`config.mk`:
```
export PLATFORM = sky130hd
export DESIGN_NAME = data_mem_ctrl_flat
export DESIGN_NICKNAME = d
export VERILOG_FILES = /design/src/rtl/data_mem_ctrl_pkg.sv /design/src/rtl/data_mem_ctrl_if.sv /design/src/rtl/data_mem_ctrl_ls_align.sv /design/src/rtl/data_mem_ctrl.sv /design/src/flat_wrapper.sv
export SDC_FILE = /design/constraint.sdc
export NUM_CORES = 1
export LEC_CHECK = 0
export CORE_MARGIN = 3
export CORE_UTILIZATION = 56
export CTS_CLUSTER_DIAMETER = 50
export DETAILED_ROUTE_END_ITERATION = 12
export GPL_TIMING_DRIVEN = 0
export PLACE_DENSITY = 0.95
export SYNTH_ARGS = -nofsm -noshare
export SYNTH_HDL_FRONTEND = slang
export SYNTH_SLANG_ARGS = --single-unit
```
`constraint.sdc`:
```
create_clock -name clk -period 6.2 [get_ports clk]
set_input_delay 0.62 -clock clk [delete_from_list [all_inputs] [get_ports clk]]
set_output_delay 0.62 -clock clk [all_outputs]
set_load 0.005 [all_outputs]
```
`src/rtl/data_mem_ctrl_pkg.sv`:
```
// Shared definitions for the MEM-stage data memory controller:
// RV32I load/store Funct3 codes, controller states and address widths.
package riscv_mem_pkg;

    localparam int DATA_W  = 32;
    localparam int ADDR_W  = 9;
    localparam int WADDR_W = ADDR_W - 2;

    localparam logic [2:0] F3_LB  = 3'd0;
    localparam logic [2:0] F3_LH  = 3'd1;
    localparam logic [2:0] F3_LW  = 3'd2;
    localparam logic [2:0] F3_LBU = 3'd4;
    localparam logic [2:0] F3_LHU = 3'd5;
    localparam logic [2:0] F3_SB  = 3'd0;
    localparam logic [2:0] F3_SH  = 3'd1;
    localparam logic [2:0] F3_SW  = 3'd2;

    typedef enum logic [2:0] {IDLE, RD, RESP, WR, MERGE, DONE} mem_state_t;

    // Misaligned halves/words and unused Funct3 encodings are rejected before touching RAM.
    function automatic logic access_illegal(input logic is_store, input logic [2:0] f3,
                                            input logic [1:0] off);
        logic bad;
        if (is_store) bad = (f3 > F3_SW);
        else          bad = (f3 == 3'd3) || (f3 == 3'd6) || (f3 == 3'd7);
        case (f3[1:0])
            2'd1:    bad = bad | off[0];
            2'd2:    bad = bad | (off != 2'd0);
            default: bad = bad;
        endcase
        return bad;
    endfunction

endpackage

```
`src/rtl/data_mem_ctrl_if.sv`:
```
// Port bundle between the memory controller and the 128x32 single-port data RAM.
interface data_mem_ctrl_if;
    import riscv_mem_pkg::*;

    logic [WADDR_W-1:0] ram_addr;
    logic               ram_we;
    logic [DATA_W-1:0]  ram_wdata;
    logic [DATA_W-1:0]  ram_rdata;

    modport master (output ram_addr, output ram_we, output ram_wdata, input ram_rdata);
    modport slave  (input ram_addr, input ram_we, input ram_wdata, output ram_rdata);

endinterface

```
`src/rtl/data_mem_ctrl_ls_align.sv`:
```
// Lane steering for sub-word accesses: extends a loaded byte/half and
// merges store data into a read word (little-endian lanes).
module ls_align
    import riscv_mem_pkg::*;
(
    input  logic [DATA_W-1:0] word,
    input  logic [1:0]        off,
    input  logic [2:0]        funct3,
    input  logic [DATA_W-1:0] st_data,
    output logic [DATA_W-1:0] ld_val,
    output logic [DATA_W-1:0] st_word
);

    logic signed [7:0]  byte_s;
    logic signed [15:0] half_s;

    always_comb begin
        byte_s = word[{off, 3'b000} +: 8];
        half_s = off[1] ? word[31:16] : word[15:0];

        ld_val = '0;
        case (funct3)
            F3_LB:   ld_val = DATA_W'(byte_s);
            F3_LH:   ld_val = DATA_W'(half_s);
            F3_LW:   ld_val = word;
            F3_LBU:  ld_val = DATA_W'($unsigned(byte_s));
            F3_LHU:  ld_val = DATA_W'($unsigned(half_s));
            default: ld_val = '0;
        endcase

        st_word = word;
        case (funct3)
            F3_SB: st_word[{off, 3'b000} +: 8] = st_data[7:0];
            F3_SH: begin
                if (off[1]) st_word[31:16] = st_data[15:0];
                else        st_word[15:0]  = st_data[15:0];
            end
            F3_SW:   st_word = st_data;
            default: st_word = word;
        endcase
    end

endmodule

```
`src/rtl/data_mem_ctrl.sv`:
```
// MEM-stage data memory controller: turns load/store requests into accesses on a
// 128x32 synchronous RAM without byte enables, stalling the pipeline until done.
module data_mem_ctrl
    import riscv_mem_pkg::*;
#(
    parameter int DATA_W  = 32,
    parameter int ADDR_W  = 9,
    parameter int WADDR_W = ADDR_W - 2
) (
    input  logic              clk,
    input  logic              reset,
    input  logic              MemRead,
    input  logic              MemWrite,
    input  logic [2:0]        Funct3,
    input  logic [ADDR_W-1:0] addr,
    input  logic [DATA_W-1:0] wr_data,
    output logic [DATA_W-1:0] rd_data,
    output logic              stall,
    output logic              access_err,
    output logic              tr_wr,
    output logic              tr_rd,
    data_mem_ctrl_if.master   ram
);

    mem_state_t         state_q, state_d;
    logic               is_store_q, is_store_d;
    logic [2:0]         f3_q, f3_d;
    logic [1:0]         off_q, off_d;
    logic [DATA_W-1:0]  wdata_q, wdata_d;
    logic [DATA_W-1:0]  rd_data_q, rd_data_d;
    logic [WADDR_W-1:0] ram_addr_q, ram_addr_d;
    logic               ram_we_q, ram_we_d;
    logic [DATA_W-1:0]  ram_wdata_q, ram_wdata_d;
    logic               access_err_q, access_err_d;
    logic               tr_wr_q, tr_wr_d;
    logic               tr_rd_q, tr_rd_d;

    logic               req;
    logic [DATA_W-1:0]  ld_val;
    logic [DATA_W-1:0]  st_word;

    assign req = MemRead | MemWrite;

    ls_align u_align (
        .word    (ram.ram_rdata),
        .off     (off_q),
        .funct3  (f3_q),
        .st_data (wdata_q),
        .ld_val  (ld_val),
        .st_word (st_word)
    );

    always_comb begin
        state_d      = state_q;
        is_store_d   = is_store_q;
        f3_d         = f3_q;
        off_d        = off_q;
        wdata_d      = wdata_q;
        rd_data_d    = rd_data_q;
        ram_addr_d   = ram_addr_q;
        ram_wdata_d  = ram_wdata_q;
        ram_we_d     = 1'b0;
        access_err_d = 1'b0;
        tr_wr_d      = 1'b0;
        tr_rd_d      = 1'b0;

        case (state_q)
            IDLE: begin
                if (req) begin
                    is_store_d = MemWrite;
                    f3_d       = Funct3;
                    off_d      = addr[1:0];
                    wdata_d    = wr_data;
                    if (access_illegal(MemWrite, Funct3, addr[1:0])) begin
                        state_d      = DONE;
                        access_err_d = 1'b1;
                        rd_data_d    = '0;
                    end else if (MemWrite && (Funct3 == F3_SW)) begin
                        state_d     = WR;
                        ram_addr_d  = addr[ADDR_W-1:2];
                        ram_we_d    = 1'b1;
                        ram_wdata_d = wr_data;
                    end else begin
                        state_d    = RD;
                        ram_addr_d = addr[ADDR_W-1:2];
                    end
                end
            end
            RD: begin
                // Sub-word stores write back during MERGE once the read word is on ram_rdata.
                if (is_store_q) begin
                    state_d  = MERGE;
                    ram_we_d = 1'b1;
                end else begin
                    state_d = RESP;
                end
            end
            RESP: begin
                state_d   = DONE;
                rd_data_d = ld_val;
                tr_rd_d   = 1'b1;
            end
            WR: begin
                state_d = DONE;
                tr_wr_d = 1'b1;
            end
            MERGE: begin
                state_d     = DONE;
                ram_wdata_d = st_word;
                tr_wr_d     = 1'b1;
            end
            DONE:    state_d = IDLE;
            default: state_d = IDLE;
        endcase
    end

    always_ff @(posedge clk or posedge reset) begin
        if (reset) begin
            state_q      <= IDLE;
            is_store_q   <= 1'b0;
            f3_q         <= '0;
            off_q        <= '0;
            wdata_q      <= '0;
            rd_data_q    <= '0;
            ram_addr_q   <= '0;
            ram_we_q     <= 1'b0;
            ram_wdata_q  <= '0;
            access_err_q <= 1'b0;
            tr_wr_q      <= 1'b0;
            tr_rd_q      <= 1'b0;
        end else begin
            state_q      <= state_d;
            is_store_q   <= is_store_d;
            f3_q         <= f3_d;
            off_q        <= off_d;
            wdata_q      <= wdata_d;
            rd_data_q    <= rd_data_d;
            ram_addr_q   <= ram_addr_d;
            ram_we_q     <= ram_we_d;
            ram_wdata_q  <= ram_wdata_d;
            access_err_q <= access_err_d;
            tr_wr_q      <= tr_wr_d;
            tr_rd_q      <= tr_rd_d;
        end
    end

    assign stall = ~reset & (((state_q == IDLE) & req) |
                             ((state_q != IDLE) & (state_q != DONE)));

    assign rd_data       = rd_data_q;
    assign access_err    = access_err_q;
    assign tr_wr         = tr_wr_q;
    assign tr_rd         = tr_rd_q;
    assign ram.ram_addr  = ram_addr_q;
    assign ram.ram_we    = ram_we_q;
    assign ram.ram_wdata = (state_q == MERGE) ? st_word : ram_wdata_q;

endmodule

```
`src/flat_wrapper.sv`:
```
// flat-port wrapper written by rule: the top's interface ports become plain ports
module data_mem_ctrl_flat import riscv_mem_pkg::*;
#(
    parameter int DATA_W  = 32,
    parameter int ADDR_W  = 9,
    parameter int WADDR_W = ADDR_W - 2
)
  (clk, reset, MemRead, MemWrite, Funct3, addr, wr_data, rd_data, stall, access_err, tr_wr, tr_rd, ram_ram_addr, ram_ram_we, ram_ram_wdata, ram_ram_rdata);
  data_mem_ctrl_if ram_i ();
  input  logic clk;
  input  logic reset;
  input  logic MemRead;
  input  logic MemWrite;
  input  logic [2:0] Funct3;
  input  logic [ADDR_W-1:0] addr;
  input  logic [DATA_W-1:0] wr_data;
  output logic [DATA_W-1:0] rd_data;
  output logic stall;
  output logic access_err;
  output logic tr_wr;
  output logic tr_rd;
  output wire logic [$bits(ram_i.ram_addr)-1:0] ram_ram_addr;
  output wire logic [$bits(ram_i.ram_we)-1:0] ram_ram_we;
  output wire logic [$bits(ram_i.ram_wdata)-1:0] ram_ram_wdata;
  input wire logic [$bits(ram_i.ram_rdata)-1:0] ram_ram_rdata;
  assign ram_ram_addr = ram_i.ram_addr;
  assign ram_ram_we = ram_i.ram_we;
  assign ram_ram_wdata = ram_i.ram_wdata;
  assign ram_i.ram_rdata = ram_ram_rdata;
  data_mem_ctrl #(.DATA_W(DATA_W), .ADDR_W(ADDR_W), .WADDR_W(WADDR_W)) u_core (.clk(clk), .reset(reset), .MemRead(MemRead), .MemWrite(MemWrite), .Funct3(Funct3), .addr(addr), .wr_data(wr_data), .rd_data(rd_data), .stall(stall), .access_err(access_err), .tr_wr(tr_wr), .tr_rd(tr_rd), .ram(ram_i));
endmodule
```
## After elaboration in Yosys (flattened, before gate mapping)

Cells that the tools add are included.

| word-level totals | value |
|---|---|
| register bits | 116 |
| word-level logic and storage cells | 95 |

| cells by class | value |
|---|---|
| magnitude comparators | 1 |
| shift operators | 3 |
| bitwise logic cells | 9 |
| mux-type cells | 35 |
| reduce and logical (&&, ||, !) cells | 15 |
| $add $sub $neg | 1 |
| eq/ne operators | 19 |

Operators with widths:

| kind | count |
|---|---|
| $mux W32 | 6 |
| $pmux W32 S5 | 1 |
| $pmux W32 S2 | 2 |
| $pmux W32 S3 | 1 |
| $mux W16 | 3 |
| $bwmux W32 | 1 |
| $shift A8 B7 Y32 const A | 1 |
| $shiftx A32 B6 Y8 | 1 |
| $shiftx A8 B7 Y32 | 1 |
| $eq A3 B2 Y1 const B | 5 |
| $eq A3 B3 Y1 const B | 5 |
| $mux W1 | 14 |
| $mux W3 | 3 |
| $pmux W3 S3 | 1 |
| $neg A5 Y7 | 1 |
| $eq A3 B1 Y1 const B | 2 |
| $logic_not A3 Y1 | 2 |
| $ne A2 B1 Y1 const B | 3 |
| $reduce_and A3 Y1 | 2 |
| $reduce_bool A2 Y1 | 3 |
| $or A1 B1 Y1 | 4 |
| $pmux W1 S2 | 2 |
| $reduce_and A4 Y1 | 1 |
| $and A1 B1 Y1 | 3 |
| 13 further kinds | 15 |

## Logic depth before layout (Yosys ltp)

| logic depth | value |
|---|---|
| depth in word-level cells | 13 |
| mapped depth | 10 |
| depth with buffers taken out | 6 |

## By module

A second synthesis with hierarchy kept.

| unflattened totals | value |
|---|---|
| cells, all modules | 796 |
| area total of the unflattened synthesis | 7354.6 µm² |

Modules (own cells, without submodules):

| module | area an instance (µm²) | cells an instance | instances |
|---|---|---|---|
| data_mem_ctrl | 5455.2 | 510 | 1 |
| ls_align | 1899.3 | 286 | 1 |

## Worst setup path after synthesis

Ideal clock, no wire load.

| path | value |
|---|---|
| path kind | flip-flop to output port |
| start point | register u_core.off_q[0] |
| end point | output port ram_ram_wdata[31] |
| buffers on the path | 3 |
| data arrival time | 1894 ps |
| data required time | 5580 ps |
| path slack | 3686 ps |
| stages on the path, launching flop included | 10 |
| cell sequence | dfrtp_1 buf_6 buf_4 inv_1 ha_1 clkbuf_1 nand4bb_1 a211oi_1 o221ai_1 nand2_1 |

| on the way | value |
|---|---|
| cells in the longest elaborated chain, start to end | 5 |
| elaborated cells between the ends (all ways) | 6 |

RTL lines:

| element | line | RTL |
|---|---|---|
| from (decl) | data_mem_ctrl.sv:28 | `logic [1:0] off_q, off_d;` |
| from (signal assigned) | data_mem_ctrl.sv:122 | `off_q <= '0;` |
| from (signal assigned) | data_mem_ctrl.sv:135 | `off_q <= off_d;` |
| $neg A5 Y7 (*) | data_mem_ctrl_ls_align.sv:33 | `F3_SB: st_word[{off, 3'b000} +: 8] = st_data[7:0];` |
| $shiftx A8 B7 Y32 / $shift A8 B7 Y32 (equally long branches) | data_mem_ctrl_ls_align.sv:33 |  |
| $bwmux W32 (*) | data_mem_ctrl_ls_align.sv:33 |  |
| $pmux W32 S3 (*) | data_mem_ctrl_ls_align.sv:32 | `case (funct3)` |
| $mux W32 (*) | data_mem_ctrl.sv:156 | `assign ram.ram_wdata = (state_q == MERGE) ? st_word : ram_wdata_q;` |
| to (decl) | flat_wrapper.sv:24 | `output wire logic [$bits(ram_i.ram_wdata)-1:0] ram_ram_wdata;` |

Every way passes the cells marked *; elsewhere a longest branch is shown, timed or not.

## Worst setup path in the final report

| path | value |
|---|---|
| start point | register u_core.off_q[0] |
| end point | output port ram_ram_wdata[23] |

The elaborated chain is that of the path after synthesis.

==> flow_summary.json <==
{
  "synth_warnings": 0,
  "die_h_um": 122,
  "vias": 8072,
  "status": "finished, final reports clean",
  "fin_crit_ns": 4.07,
  "ios": 156,
  "drv_cap": 0,
  "synth_seq_area_share": 0.387,
  "root_buffer": "clkbuf_16",
  "post-synth-top-area-cell": "dfrtp_1",
  "viasPerCell": 6.70,
  "ir_drop_uv": 353,
  "fin_cells": 1205,
  "p_leak_nw": 4.15,
  "path_class": "reg -> out",
  "finalClockSkew_ns": 0.00702,
  "syn_avg_cell_area_um2": 8.86,
  "wl_per_cell_um": 23.4,
  "die_x_um": 122,
  "io_buffers": 154,
  "floorplan.die_area_um2": 14800,
  "critPathRequiredTime_ns": 5.58,
  "async_reset_ff_frac": 1.00,
  "fillers": 844,
  "placedCellCount": 1173,
  "synth_edf_count": 0,
  "track_usage": 0.383,
  "clock_sinks": 116,
  "grt_pass1_vias": 8144,
  "first_iter_violations": 1059,
  "detailedPlace.worstSlack_ns": 2.68,
  "cts_tree": "yes",
  "gp_congestion": 1.00,
  "fin_setup_tns_ns": 0,
  "routed_wl_um": 28300,
  "start_kind": "flop",
  "fmax_mhz": 246,
  "ctsResizeCount": 0,
  "synth_cell_types": 45,
  "yosys-top-cells-count": "nand2_1, dfrtp_1, o21ai_0",
  "timing.final.crit_share": 0.656,
  "hold_violations": 0,
  "min_path_type": "reg -> reg",
  "htree_levels": 4,
  "core_area_um2": 12900,
  "clkLatencyLatePin_ns": 0.42,
  "initial_core_util": 0.582,
  "rsz0062_at_grt": "false",
  "ys_seq_elements": 116,
  "critical_path_arrival_ns": 3.45,
  "critPathMaxFanout": 10,
  "synth_top_flop_cell": "dfrtp_1",
  "syn_nets": 933,
  "clk_pin_slew_ns": 0.06,
  "overflow": 0,
  "worst_slack_ns": 2.13,
  "synth_top_area_frac": 0.387,
  "antenna_found_initial": 0,
  "synth_most_common_cell": "nand2_1",
  "area_growth_pct": 32.2,
  "nets": 1107,
  "setup_viol": 0,
  "crit_path_end_kind": "primary output",
  "worst_pin_slew_ns": 0.865,
  "power_density_nw_per_um2": 623,
  "relSlewSlack": 0.424,
  "cts.path.max_buffers": 2,
  "slew_viol_final": 0,
  "fp-row-count": 41,
  "antenna_cells": 0,
  "drc": 0,
  "postCtsSetupRepairBufs": 0,
  "whs_ns": 0.473,
  "syn_inst": 846,
  "cts_made_buffers": 17,
  "grt_pass1_wl_um": 43500,
  "drive_above_1_share": 0.117,
  "syn-cell-area_um2": 7500,
  "drtAntennaViolNets": 0,
  "grt_max_degree": 68,
  "firstDrtPassIters": 8,
  "r2r_slack_ns": 3.51,
  "synth_area_leaders": "dfrtp_1, nand2_1, mux2i_1",
  "hpwl_um": 19900,
  "cts_hold_buffers": 0
}
-- routing by layer --
layer  wire (um)  GRT usage  vias up
met4        1820      0.233        0
met5           0          0        -
met3        3020     0.0901      162
li1            -          -     3490
met2       12900      0.605      594
met1       10500      0.476     3826
-- final cells by class --
cell class / count / area, um^2 / share of cell area
plain buffers: 84 / 428 / 0.0432
multi-input cells: 638 / 4140 / 0.417
inverters: 8 / 32.5 / 0.00328
repair buffers: 155 / 1570 / 0.158
clock inverters: 9 / 150 / 0.0151
flip-flops and latches: 116 / 2900 / 0.293
well taps: 172 / 215 / 0.0217
clock buffers: 23 / 478 / 0.0482
-- through the flow --
step           area (um^2)  power [mW]  utilization
2_1_floorplan         7500        3.53            -
3_3_place_gp          9260        4.86        0.719
3_5_place_dp          9290        4.97        0.721
4_1_cts               9910        6.08        0.770
5_1_grt               9910        6.51        0.770
6_report              9910        6.18        0.770
-- worst max-delay path: stages (launching register included) --
cell	delay, ns
dfrtp_1	0.43
buf_6	0.16
buf_4	0.18
inv_1	0.13
ha_1	0.43
clkbuf_1	0.38
nand4bb_1	0.17
a211oi_2	0.24
o221ai_1	0.22
nand2_1	0.15
clkdlybuf4s50_1	0.52
-- placed cells by master, fill, tap and decap left out, types with 26 or more instances in the layout --
master           instances
mux2i_1                 35
o22ai_1                 33
buf_2                   33
a2bb2oi_1               33
a21oi_1                 26
o221ai_1                32
nand2_1                215
o21ai_0                 45
dfrtp_1                116
nor2_1                  37
clkdlybuf4s50_1        154
clkbuf_1                37
-- final timing paths --
path | to | start | depth (start not counted)
worst max-delay path | ram_ram_wdata[23] | u_core.off_q[0] | 10
worst min-delay path | u_core.wdata_q[17] | u_core.wdata_q[17] | 2
worst max register to register | u_core.ram_wdata_q[0] | u_core.off_q[0] | 9
worst min register to register | u_core.wdata_q[17] | u_core.wdata_q[17] | 2
max in group asynchronous | u_core.ram_wdata_q[7] | reset | 3
min in group asynchronous | u_core.ram.ram_addr[4] | reset | 2
-- state kept, by name, summed over array words and instances, names as in the netlist --
register and cells:
u_core.access_err 1, u_core.f3_q 3, u_core.is_store_q 1, u_core.off_q 2
u_core.ram.ram_addr 7, u_core.ram.ram_we 1, u_core.ram_wdata_q 32, u_core.rd_data 32
u_core.state_q 3, u_core.tr_rd 1, u_core.tr_wr 1, u_core.wdata_q 32
-- logic make-up (layout without fill, tap and decap cells) --
family / count (synthesis) / after routing / share of synthesized area
compound gates: 268 / 268 / 0.270
fa+ha+maj: 7 / 7 / 0.0117
buf+inv: 92 / 279 / 0.0611
flops: 116 / 116 / 0.387
mux: 51 / 51 / 0.0726
simple gates: 312 / 312 / 0.198
-- power breakdown --
group          internal [mW]  total [mW]  switching (mW)  leakage [nW]
registers               1.13        1.46           0.327          1.46
logic                   1.68        3.66            1.98          2.39
clock network          0.702        1.06           0.356         0.303
total                   3.51        6.18            2.67          4.15
Note: power is estimated with default switching activity, not from simulation.
